## config.mk

```make
export PLATFORM = sky130hd
export DESIGN_NAME = fb_fill_engine
export DESIGN_NICKNAME = d
export VERILOG_FILES = /design/src/rtl/fb_fill_engine.sv
export SDC_FILE = /design/constraint.sdc
export NUM_CORES = 1
export LEC_CHECK = 0
export ABC_AREA = 1
export BUFFER_PORTS_ARGS = -buffer_cell sky130_fd_sc_hd__buf_2
export CAP_MARGIN = 5
export CORE_MARGIN = 5
export CORE_UTILIZATION = 60
export DETAILED_ROUTE_END_ITERATION = 16
export PLACE_DENSITY = 0.87
export RECOVER_POWER = 100
export SLEW_MARGIN = 5
export SYNTH_ARGS = -nofsm -noshare
export SYNTH_HDL_FRONTEND = slang
export SYNTH_SLANG_ARGS = --single-unit
```

## constraint.sdc

```tcl
create_clock -name clk_i -period 5.8 [get_ports clk_i]
set_clock_uncertainty 0.2 [all_clocks]
set_input_delay 0.29 -clock clk_i [delete_from_list [all_inputs] [get_ports clk_i]]
set_output_delay 0.29 -clock clk_i [all_outputs]
set_load 0.05 [all_outputs]
```

## src/rtl/fb_fill_engine.sv

```systemverilog
`default_nettype none
// fb_fill_engine: framebuffer write-port arbiter and rectangle-fill engine.
// CPU accesses have priority; a starvation counter guarantees engine progress.
module fb_fill_engine #(
  parameter int STARVE = 4
) (
  input  logic        clk_i,
  input  logic        rst_ni,
  input  logic        cpu_en,
  input  logic [7:0]  cpu_we,
  input  logic [19:0] cpu_addr,
  input  logic [63:0] cpu_wrdata,
  output logic        cpu_gnt,
  input  logic        cfg_we,
  input  logic [2:0]  cfg_addr,
  input  logic [31:0] cfg_wrdata,
  output logic        hid_en,
  output logic [7:0]  hid_we,
  output logic [19:0] hid_addr,
  output logic [63:0] hid_wrdata,
  output logic        busy,
  output logic        done
);

  localparam int                c_SC_W   = $clog2(STARVE + 2);
  localparam logic [c_SC_W-1:0] c_STARVE = c_SC_W'(STARVE);

  typedef enum logic [1:0] {
    S_IDLE = 2'd0,
    S_FILL = 2'd1,
    S_DONE = 2'd2
  } state_t;

  state_t             r_state;
  logic [15:0]        r_base;
  logic [15:0]        r_stride;
  logic [11:0]        r_width;
  logic [11:0]        r_height;
  logic [63:0]        r_pattern;
  logic [11:0]        r_x;
  logic [11:0]        r_y;
  logic [15:0]        r_lb;
  logic [c_SC_W-1:0]  r_starve;
  logic               r_busy;
  logic               r_done;

  logic        w_eng_req;
  logic        w_eng_gnt;
  logic        w_cpu_gnt;
  logic        w_ctrl_wr;
  logic        w_start;
  logic        w_abort;
  logic        w_last_x;
  logic        w_last_y;
  logic        w_zero;
  logic [15:0] w_word;

  assign w_eng_req = (r_state == S_FILL);
  assign w_eng_gnt = w_eng_req && (!cpu_en || (r_starve == c_STARVE));
  // Gated by reset so the port is fully quiet while rst_ni is held low.
  assign w_cpu_gnt = rst_ni && cpu_en && !w_eng_gnt;

  assign w_ctrl_wr = cfg_we && (cfg_addr == 3'd6);
  assign w_abort   = w_ctrl_wr && cfg_wrdata[1];
  assign w_start   = w_ctrl_wr && cfg_wrdata[0] && !cfg_wrdata[1];
  assign w_zero    = (r_width == 12'd0) || (r_height == 12'd0);
  assign w_last_x  = (r_x == r_width - 12'd1);
  assign w_last_y  = (r_y == r_height - 12'd1);
  assign w_word    = r_lb + {4'd0, r_x};

  assign cpu_gnt = w_cpu_gnt;
  assign busy    = r_busy;
  assign done    = r_done;

  always_comb begin
    hid_en     = 1'b0;
    hid_we     = 8'h00;
    hid_addr   = 20'h00000;
    hid_wrdata = 64'h0;
    if (w_eng_gnt) begin
      hid_en     = 1'b1;
      hid_we     = 8'hFF;
      hid_addr   = {1'b1, w_word, 3'b000};
      hid_wrdata = r_pattern;
    end else if (w_cpu_gnt) begin
      hid_en     = 1'b1;
      hid_we     = cpu_we;
      hid_addr   = cpu_addr;
      hid_wrdata = cpu_wrdata;
    end
  end

  // Geometry and pattern are frozen while a fill is in progress.
  always_ff @(posedge clk_i or negedge rst_ni) begin
    if (!rst_ni) begin
      r_base    <= 16'h0;
      r_stride  <= 16'h0;
      r_width   <= 12'h0;
      r_height  <= 12'h0;
      r_pattern <= 64'h0;
    end else if (cfg_we && (r_state == S_IDLE)) begin
      case (cfg_addr)
        3'd0:    r_base            <= cfg_wrdata[15:0];
        3'd1:    r_stride          <= cfg_wrdata[15:0];
        3'd2:    r_width           <= cfg_wrdata[11:0];
        3'd3:    r_height          <= cfg_wrdata[11:0];
        3'd4:    r_pattern[31:0]   <= cfg_wrdata;
        3'd5:    r_pattern[63:32]  <= cfg_wrdata;
        default: ;
      endcase
    end
  end

  always_ff @(posedge clk_i or negedge rst_ni) begin
    if (!rst_ni) begin
      r_state  <= S_IDLE;
      r_x      <= 12'h0;
      r_y      <= 12'h0;
      r_lb     <= 16'h0;
      r_starve <= '0;
      r_busy   <= 1'b0;
      r_done   <= 1'b0;
    end else begin
      if ((r_state != S_FILL) || w_eng_gnt) begin
        r_starve <= '0;
      end else if (cpu_en) begin
        r_starve <= r_starve + 1'b1;
      end

      case (r_state)
        S_IDLE: begin
          r_done <= 1'b0;
          if (w_start) begin
            r_x    <= 12'h0;
            r_y    <= 12'h0;
            r_lb   <= r_base;
            r_busy <= 1'b1;
            if (w_zero) begin
              r_state <= S_DONE;
              r_done  <= 1'b1;
            end else begin
              r_state <= S_FILL;
            end
          end
        end
        S_FILL: begin
          if (w_abort) begin
            r_state <= S_IDLE;
            r_busy  <= 1'b0;
            r_done  <= 1'b0;
          end else if (w_eng_gnt) begin
            if (!w_last_x) begin
              r_x <= r_x + 12'd1;
            end else begin
              r_x  <= 12'h0;
              r_lb <= r_lb + r_stride;
              if (w_last_y) begin
                r_state <= S_DONE;
                r_done  <= 1'b1;
              end else begin
                r_y <= r_y + 12'd1;
              end
            end
          end
        end
        S_DONE: begin
          r_state <= S_IDLE;
          r_busy  <= 1'b0;
          r_done  <= 1'b0;
        end
        default: begin
          r_state <= S_IDLE;
          r_busy  <= 1'b0;
          r_done  <= 1'b0;
        end
      endcase
    end
  end

endmodule
`default_nettype wire

```

Word level (Yosys, flattened, before mapping)
Index checks and enable logic that the tools add are counted.
{ "classes": {"add_sub_neg": 7, "n_eq_ne": 20, "n_mux": 42, "n_reduce_logical": 32} }
{ "op_table": {"columns": ["op", "count"], "rows": [
  ["two-way mux 64 bit", 2],
  ["two-way mux 12 bit", 8],
  ["two-way mux 16 bit", 4],
  ["one-hot mux 12 bit (2 select lines)", 2],
  ["two-way mux 20 bit", 2],
  ["one-hot mux 16 bit (2 select lines)", 1],
  ["adder 12 x 1 -> 12 bit, second input constant", 2],
  ["== test 12 bit", 2],
  ["logical NOT 12 bit", 2],
  ["subtractor 12 x 1 -> 12 bit, second input constant", 2],
  ["adder 16 x 12 -> 16 bit", 1],
  ["adder 16 bit", 1],
  ["two-way mux 8 bit", 2],
  ["AND reduction 2 bit", 7],
  ["== test 3 bit, second input constant", 4],
  ["two-way mux 2 bit", 6],
  ["two-way mux 1 bit", 10],
  ["!= test 3 x 1 -> 1 bit, second input constant", 3],
  ["logical AND 1 bit", 8],
  ["!= test 2 x 1 -> 1 bit, second input constant", 4],
  ["AND reduction 4 bit", 2],
  ["== test 3 x 2 -> 1 bit, second input constant", 2],
  ["two-way mux 3 bit", 2],
  ["!= test 2 bit, second input constant", 3],
  ["13 further kinds", 19]
]} }
{ "totals": {"register_bits": 167, "inputBits": 131, "output_inout_bits": 96, "word_cells": 114} }

Depth between registers and ports, before layout
Gate-level depths: netlist of the first run.
{ "logic_depth": {"depth_word": 7, "mapped_depth": 17, "depth_no_buf": 16} }

Worst setup path after synthesis of the first run
OpenSTA, ideal clock, no wires.
{ "synth_timing": {"kind": "reg-to-output", "from": "register r_x[0]", "to": "output port hid_addr[17]", "arrival_ns": 2.588, "t_required_ns": 5.310, "slack_ns": 2.722, "path_stages_with_launch": 11, "n_path_buf": 0, "cell_sequence": "dfrtp_1 -> ha_1 -> inv_1 -> fa_1 -> inv_1 -> nand3_1 -> nand2_1 -> nand4_1 -> nand4_1 -> a31oi_1 -> o21ai_0"} }
{ "synth_between": {"elab_chain_cells": 2} }
{ "synth_lines": {"columns": ["item", "line", "text"], "rows": [
  ["start: declaration", "40", "logic [11:0] r_x;"],
  ["start signal: assignment", "153", "r_x <= r_x + 12'd1;"],
  ["adder 16 x 12 -> 16 bit", "69", "assign w_word = r_lb + {4'd0, r_x};"],
  ["two-way mux 20 bit", "80", "if (w_eng_gnt) begin"],
  ["end: declaration", "19", "output logic [19:0] hid_addr,"]
]} }
Every way passes these cells.

Worst setup path in the final report of the first run
{ "layout_timing": {"from": "register r_state[0]", "to": "output port hid_addr[0]"} }
{ "layout_between": {"elab_chain_cells": 6} }
{ "layout_lines": {"columns": ["item", "line", "text"], "rows": [
  ["start: declaration", "34", "state_t r_state;"],
  ["start signal: assignment", "116", "r_state <= S_IDLE;"],
  ["start signal: assignment", "139", "r_state <= S_DONE;"],
  ["start signal: assignment", "142", "r_state <= S_FILL;"],
  ["== test 2 x 1 -> 1 bit (*)", "58", "assign w_eng_req = (r_state == S_FILL);"],
  ["logical AND 1 bit (*)", "59", "assign w_eng_gnt = w_eng_req && (!cpu_en || (r_starve == c_STARVE));"],
  ["logical NOT 1 bit", "61", "assign w_cpu_gnt = rst_ni && cpu_en && !w_eng_gnt;"],
  ["logical AND 1 bit", "61", null],
  ["two-way mux 20 bit", "85", "end else if (w_cpu_gnt) begin"],
  ["two-way mux 20 bit (*)", "80", null]
]} }
Every way passes the cells marked *; elsewhere a longest branch is shown, timed or not.

==> results of run 1 <==
per-stage QoR:
| step | cells | total power [mW] |
|---|---|---|
| 2_1_floorplan | 1365 | 4.28 |
| 3_3_place_gp | 1758 | 4.88 |
| 3_5_place_dp | 1758 | 5.01 |
| 4_1_cts | 1811 | 6.27 |
| 5_1_grt | 1811 | 6.70 |
| 6_report | 1811 | 6.27 |
worst min path at each step:
stage                             start                        to  slack [ns]  depth (start not counted)
final                     cfg_wrdata[6]   r_height[6]$_DFFE_PN0P_        0.06                          3
after CTS                 cfg_wrdata[0]  r_pattern[0]$_DFFE_PN0P_        0.06                          3
after global placement           rst_ni  r_stride[13]$_DFFE_PN0P_       0.003                          1
after global routing      cfg_wrdata[2]    r_width[2]$_DFFE_PN0P_        0.09                          3
after floorplan                  rst_ni          busy$_DFFE_PN0P_       -0.21                          0
after detailed placement         rst_ni  r_stride[13]$_DFFE_PN0P_     -0.0003                          1
final cells by class:
cell class | instances | area (um2)
clock buffer | 17 | 425
clock inverter | 15 | 205
fill | 1270 | 4470
inverter | 143 | 537
multi-input combinational | 998 | 5230
sequential | 167 | 4180
tap | 220 | 275
timing repair buffer | 251 | 1320
worst reg2reg max path: cells and delay by family (launching register included):
| family | cells | cell delay, ns |
|---|---|---|
| AND/OR/NAND/NOR | 11 | 2.63 |
| AO/OA/AOI/OAI | 1 | 0.43 |
| flip-flops | 1 | 0.40 |
| adder cells (fa/ha/maj) | 1 | 0.26 |
| buffers and inverters | 1 | 0.13 |
power groups by stage:
| stage | Sequential, mW | Clock (mW) | Combinational [mW] |
|---|---|---|---|
| final | 2.14 | 1.21 | 2.92 |
| after global routing | 2.18 | 1.27 | 3.25 |
| after CTS | 2.11 | 1.21 | 2.95 |
| after detailed placement | 2.12 | 0 | 2.90 |
| after global placement | 2.11 | 0 | 2.77 |
| after floorplan | 1.97 | 0 | 2.31 |
registers in the layout, summed over array words and instances, names as in the netlist:
| signal | flops |
|---|---|
| r_width | 12 |
| r_height | 12 |
| r_pattern | 64 |
| r_lb | 16 |
| r_y | 12 |
| r_starve | 3 |
| r_base | 16 |
| done | 1 |
| r_state | 2 |
| r_stride | 16 |
| r_x | 12 |
| busy | 1 |
layout by cell type, fill, tap and decap left out, drive strengths merged:
master       Yosys  final
nand2          403    403
buf             18    187
o21ai          168    168
dfrtp          167    167
inv            143    152
nor2           100    100
nand3           75     75
a22o            69     69
clkbuf          39     60
a21oi           41     41
ha              34     34
nand4           30     30
xor2            23     23
dlygate4sd3      0     21
xnor2           12     12
nor3             7      7
nand3b           6      6
or2              6      6
a21o             5      5
a21boi           4      4
mux2i            4      4
o22ai            3      3
clkinv           0      3
a211oi           2      2
fa               2      2
bufinv           0      2
a31oi            1      1
o21bai           1      1
o32ai            1      1
nor3b            1      1
clkinvlp         0      1
per-layer routing:
metal,share of wire,vias to the layer above,global-route usage
met4,0.047,0,0.151
met3,0.076,116,0.0582
met2,0.49,512,0.527
met5,0,-,0
li1,-,4930,-
met1,0.39,4926,0.415
cells by family after synthesis:
group,share of synthesized area
AO/OA/AOI/OAI,0.175
XOR/XNOR,0.0299
adder cells (fa/ha/maj),0.0454
buffers and inverters,0.0778
flip-flops,0.408
multiplexers,0.00391
AND/OR/NAND/NOR,0.260
==> impl_metrics.ini, run 1 <==
[routing]
drt_iter0_drc = 1113
drc = 0
ant_nets = 0
wl_per_cell_um = 17.7
via_count = 10484
dr.pass1.iters = 5
drt_wl_total_um = 32000
vias_per_cell = 5.79

[timing]
setup_viol = 0
post-route-period-util = 0.848
maxSlewHeadroom = -0.859
hold_ws_ns = 0.0606
period_minus_slack_ns = 4.92
finalSetupTns_ns = 0
max_freq_mhz = 203
tightest_slew_ns = 2.79
slew_viol_final = 306
rsz0062_at_grt = false
hold_violations = 0
setup_ws_ns = 0.884

[critical_path]
r2r-start = r_width[0]$_DFFE_PN0P_
path_buf_inv = 5
path_depth = 9
required_ns = 5.31
worst_setup_path_start_kind = register
r2r_slack_ns = 1.65
crit_path_frequent_cell = inv_1
end_kind = output pin
critPathArrivalTime_ns = 4.43
setup.worst_path.end = hid_addr[0]
critical_path.top_delay_family = simple AND/OR/NAND/NOR gates
slowest_stage = nor2_2
cpPeakStageDelay_ns = 1.35
r2r_end = r_lb[3]$_DFFE_PN0P_
path_cells = inv_1, nor2_4, inv_1, nor2_4, nor2_2, buf_4, inv_1, nor2_1, buf_2
crit_type = reg2out
startpoint = r_state[0]$_DFFE_PN0P_
critPathMaxFanout = 50
ff2ff_path_depth = 14

[cells_and_area]
num_antenna_cells = 0
postLayoutCoreUtil = 0.731
synthToLayoutAreaGrowth_pct = 18.8
drive_gt1_frac = 0.154
nNetsFinal = 1745
stdcell_area_um2 = 12200

[logic_synthesis]
yosysSeqAreaShare = 0.408
synth_top_area_cell = dfrtp_1
synth_nets = 1532
yosysMostFrequentCell = nand2_1
ys.flop_type = dfrtp_1
ys_seq_elements = 167
synth_top_area_frac = 0.408
syn_area_um2 = 10200
ys_top_cells_by_count = nand2_1 (398), dfrtp_1 (167), o21ai_0 (156)
yosys_warnings = 0
syn_area_per_cell_um2 = 7.51
async_reset_ff_frac = 1.00
synth_cell_types = 38
syn_inst = 1365
synthTopCellsByArea = dfrtp_1 (41%), nand2_1 (15%), o21ai_0 (7.6%), a22o_1 (5.9%), inv_1 (5.1%)
synth_edf_count = 0

[job]
drv_cap = 5

[status]
failed_checks = capacitance limit, slew limit
status = finished with violations

[clock_tree]
h-tree-depth = 4
root_buffer = clkbuf_16
post_cts_buffers = 0
clock_path_buffers = 2
cts_buffers = 17
clk-insertion-delay-late_ns = 0.44
clkTransAtPathRegs_ns = 0.08
clock_sinks = 167
cts_tree = built
cts-hold-fix-buffers = 21
ctsResizeCount = 0

[grt]
grt_pass1_vias = 10093
grt_antenna_before_repair = 0
grt_pass1_wl_um = 51300
grt_usage = 0.321
grt_start_max_net_pins = 78
grt_overflow_total = 0

[hold_path]
hold_class = in2reg

[die]
die_y_um = 141
initial_core_util = 0.616
die_width_um = 141
row_count = 47
die-area_um2 = 19800
core_um2 = 16600
ios = 227

[power]
clock_power_share = 0.193
p_int_mw = 3.25
comb_power_share = 0.466
power_frac_seq = 0.341
power_density_nw_per_um2 = 515
leakagePower_nw = 6.53
ir_drop_uv = 346
power_switching_mw = 3.02
p_sw_frac = 0.482

[placement]
io_buffers = 226
place_area_um2 = 11500
dp.final_hpwl_um = 22600
gp_congestion = 0.926
place_ws_ns = 2.05
Power figures use the tool's default switching activity.
==> inputs of run 2 (changes only) <==
--- a/config.mk
+++ b/config.mk
@@ -5,13 +5,13 @@
 export SDC_FILE = /design/constraint.sdc
 export NUM_CORES = 1
 export LEC_CHECK = 0
-export ABC_AREA = 1
+export ABC_AREA = 0
 export BUFFER_PORTS_ARGS = -buffer_cell sky130_fd_sc_hd__buf_2
 export CAP_MARGIN = 5
 export CORE_MARGIN = 5
-export CORE_UTILIZATION = 60
+export CORE_UTILIZATION = 50
 export DETAILED_ROUTE_END_ITERATION = 16
-export PLACE_DENSITY = 0.87
+export PLACE_DENSITY = 0.78
 export RECOVER_POWER = 100
 export SLEW_MARGIN = 5
 export SYNTH_ARGS = -nofsm -noshare
==> constraint.sdc (replaced) <==
create_clock -name clk_i -period 4 [get_ports clk_i]
set_clock_uncertainty 0.2 [all_clocks]
set_input_delay 0.2 -clock clk_i [delete_from_list [all_inputs] [get_ports clk_i]]
set_output_delay 0.2 -clock clk_i [all_outputs]
set_load 0.05 [all_outputs]
==> run 2 against run 1 <==
The flow still finishes with violations (capacitance limit, slew limit); combinational power up 36%; synthesized area shrank 1.4%; hold slack worse by 0.052 ns; synthesized cell count fell by 20%; clock power up 32%; worst setup slack got worse by 0.59 ns; via count down 14%; power grew 37%; global-route usage shrank 7.6 points; critical endpoint is now hid_wrdata[41]; largest power group unchanged; highest routed layer is now met5.
==> impl_metrics.ini, run 2 <==
[timing]
setup_viol = 0
rsz0062_at_grt = false
slew_viol_final = 207
finalSetupTns_ns = 0
maxSlewHeadroom = -0.279
max_freq_mhz = 270
tightest_slew_ns = 1.92
post-route-period-util = 0.925
period_minus_slack_ns = 3.70
hold_violations = 0

[routing]
vias_per_cell = 5.59
drc = 0
drt_wl_total_um = 28700
wl_per_cell_um = 17.8
via_count = 9002
dr.pass1.iters = 7
ant_nets = 0
drt_iter0_drc = 507

[cells_and_area]
most-common-layout-cells = nand2_1 (212), dfrtp_1 (167), buf_2 (138)
largest_reg_flops = 64
instances_no_fill = 1611
stdcell_area_um2 = 12200
num_antenna_cells = 0
layout_commonest_cell = nand2_1
postLayoutCoreUtil = 0.610
nNetsFinal = 1495
top_register = r_pattern
drive_gt1_frac = 0.262
synthToLayoutAreaGrowth_pct = 21.0

[critical_path]
crit_type = reg2out
r2r_slack_ns = 0.47
required_ns = 3.60
cpPeakStageDelay_ns = 0.90
worst_setup_path_start_kind = register
critPathMaxFanout = 21
slowest_stage = nor2_2
end_kind = output pin
critPathArrivalTime_ns = 3.30
path_cells = inv_1, ha_1, a21boi_0, nor2_2, clkbuf_2, nand2_1, o21ai_0, clkbuf_1

[power]
p_sw_frac = 0.429
power_switching_mw = 3.68
clock_power_share = 0.187
p_int_mw = 4.90
leakagePower_nw = 5.45
power_frac_seq = 0.352
ir_drop_uv = 360
comb_power_share = 0.461
power_density_nw_per_um2 = 702

[grt]
grt_overflow_total = 0
grt_antenna_before_repair = 2
grt_pass1_vias = 8968
grt_usage = 0.246
grt_pass1_wl_um = 46600
grt_start_max_net_pins = 74

[clock_tree]
post_cts_buffers = 0
cts_tree = built
clk-insertion-delay-late_ns = 0.43
root_buffer = clkbuf_16
clock_path_buffers = 2
h-tree-depth = 4
clock_sinks = 167
cts_buffers = 17
clkTransAtPathRegs_ns = 0.07

[logic_synthesis]
synth-xor-area-share = 0.0542
synth_top_family_by_area = simple AND/OR/NAND/NOR gates
syn_area_per_cell_um2 = 9.26
synth_edf_count = 0
ys_seq_elements = 167
ys.flop_type = dfrtp_1
synth_adder_area_share = 0.0461
synth-simple-area-share = 0.196
syn_inst = 1091
synth_cell_types = 70
yosys_warnings = 0
synth_nets = 1258
syn_area_um2 = 10100
ys_top_cells_by_count = nand2_1 (212), dfrtp_1 (167), mux2_2 (118)
synthMuxAreaShare = 0.137
synth_top_area_frac = 0.414
yosysMostFrequentCell = nand2_1
yosysSeqAreaShare = 0.414
synth_top_area_cell = dfrtp_1
async_reset_ff_frac = 1.00
synth_compound_area_frac = 0.123
synthTopCellsByArea = dfrtp_1 (41%), mux2_2 (13%), nand2_1 (7.9%), o21ai_0 (5.4%), ha_1 (4.2%)

[die]
initial_core_util = 0.504
die_width_um = 152
core_um2 = 20000
die_y_um = 152
ios = 227
die-area_um2 = 23100
row_count = 52

[placement]
dp_cells = 1550
dp.final_hpwl_um = 20900
io_buffers = 226
gp_congestion = 0.867
place_area_um2 = 11500

[status]
status = finished with violations
failed_checks = capacitance limit, slew limit

[job]
drv_cap = 4

[hold_path]
hold_class = in2reg
run 2: cell count changes after synthesis, sizes merged, moves of 10 or more:
cell	change
mux2	+118
or3	+10
nor3	+14
o21ai	-58
nand2	-190
inv	-121
xor2	+10
nand4	-21
buf	-11
a22o	-69
nand3	-37
nand2b	+11
xnor2	+15
nor2	-41
run 2: per-stage QoR:
step | power [mW] | hold slack [ns] | setup WS [ns]
after detailed placement | 7.00 | -0.102 | 0.723
final | 8.58 | 0.00873 | 0.299
after floorplan | 5.98 | -0.296 | 0.391
after global routing | 9.20 | 0.00183 | 0.0767
after CTS | 8.66 | 0.00348 | 0.241
after global placement | 6.86 | -0.105 | 0.762
run 2: worst paths after layout:
path                                          from                      end  cells after the start
setup / recovery           r_starve[0]$_DFFE_PN0P_           hid_wrdata[41]                      8
hold / removal                       cfg_wrdata[3]   r_width[3]$_DFFE_PN0P_                      2
min in group asynchronous                   rst_ni     r_lb[10]$_DFFE_PN0P_                      2
setup reg to reg           r_height[0]$_DFFE_PN0P_       r_y[0]$_DFFE_PN0P_                     10
max in group asynchronous                   rst_ni     r_lb[13]$_DFFE_PN0P_                      3
hold reg to reg            r_starve[0]$_DFFE_PN0P_  r_starve[0]$_DFFE_PN0P_                      1
run 2: worst max-delay path: cells and delay by family (launching register included):
| kind | cells | cell delay, ns |
|---|---|---|
| buf+inv | 3 | 1.04 |
| compound gates | 2 | 0.28 |
| flops | 1 | 0.40 |
| simple gates | 2 | 0.99 |
| fa+ha+maj | 1 | 0.16 |
run 2: power by group through the flow:
stage | clock network, mW | logic [mW] | registers [mW]
6_report | 1.60 | 3.96 | 3.02
5_1_grt | 1.71 | 4.37 | 3.12
2_1_floorplan | 0 | 3.12 | 2.86
3_3_place_gp | 0 | 3.86 | 3.00
3_5_place_dp | 0 | 3.96 | 3.04
4_1_cts | 1.63 | 4.01 | 3.02
run 2: area by class of cell:
cell class	instances	area (um2)
clock buffers	19	443
multi-input cells	848	5590
flip-flops and latches	167	4180
fillers	1788	7820
clock inverters	13	128
repair buffers	272	1460
well taps	270	338
inverters	22	82.6
run 2: what timing repair did:
action	in CTS	in global routing
hold buffers	28	1
endpoints found under the setup margin	0	1
hold endpoints to repair	98	3
resized for setup	0	1
run 2: cell families after synthesis:
family | count (synthesis)
AND/OR/NAND/NOR | 415
AO/OA/AOI/OAI | 212
flip-flops | 167
multiplexers | 124
buffers and inverters | 76
XOR/XNOR | 61
adder cells (fa/ha/maj) | 36
run 2: per-layer routing:
| metal | GRT usage | vias to the layer above | routed length [um] |
|---|---|---|---|
| met5 | 0 | - | 14 |
| met4 | 0.0959 | 2 | 1060 |
| met3 | 0.0520 | 65 | 1920 |
| met2 | 0.411 | 352 | 13900 |
| met1 | 0.313 | 4287 | 11900 |
| li1 | - | 4296 | - |
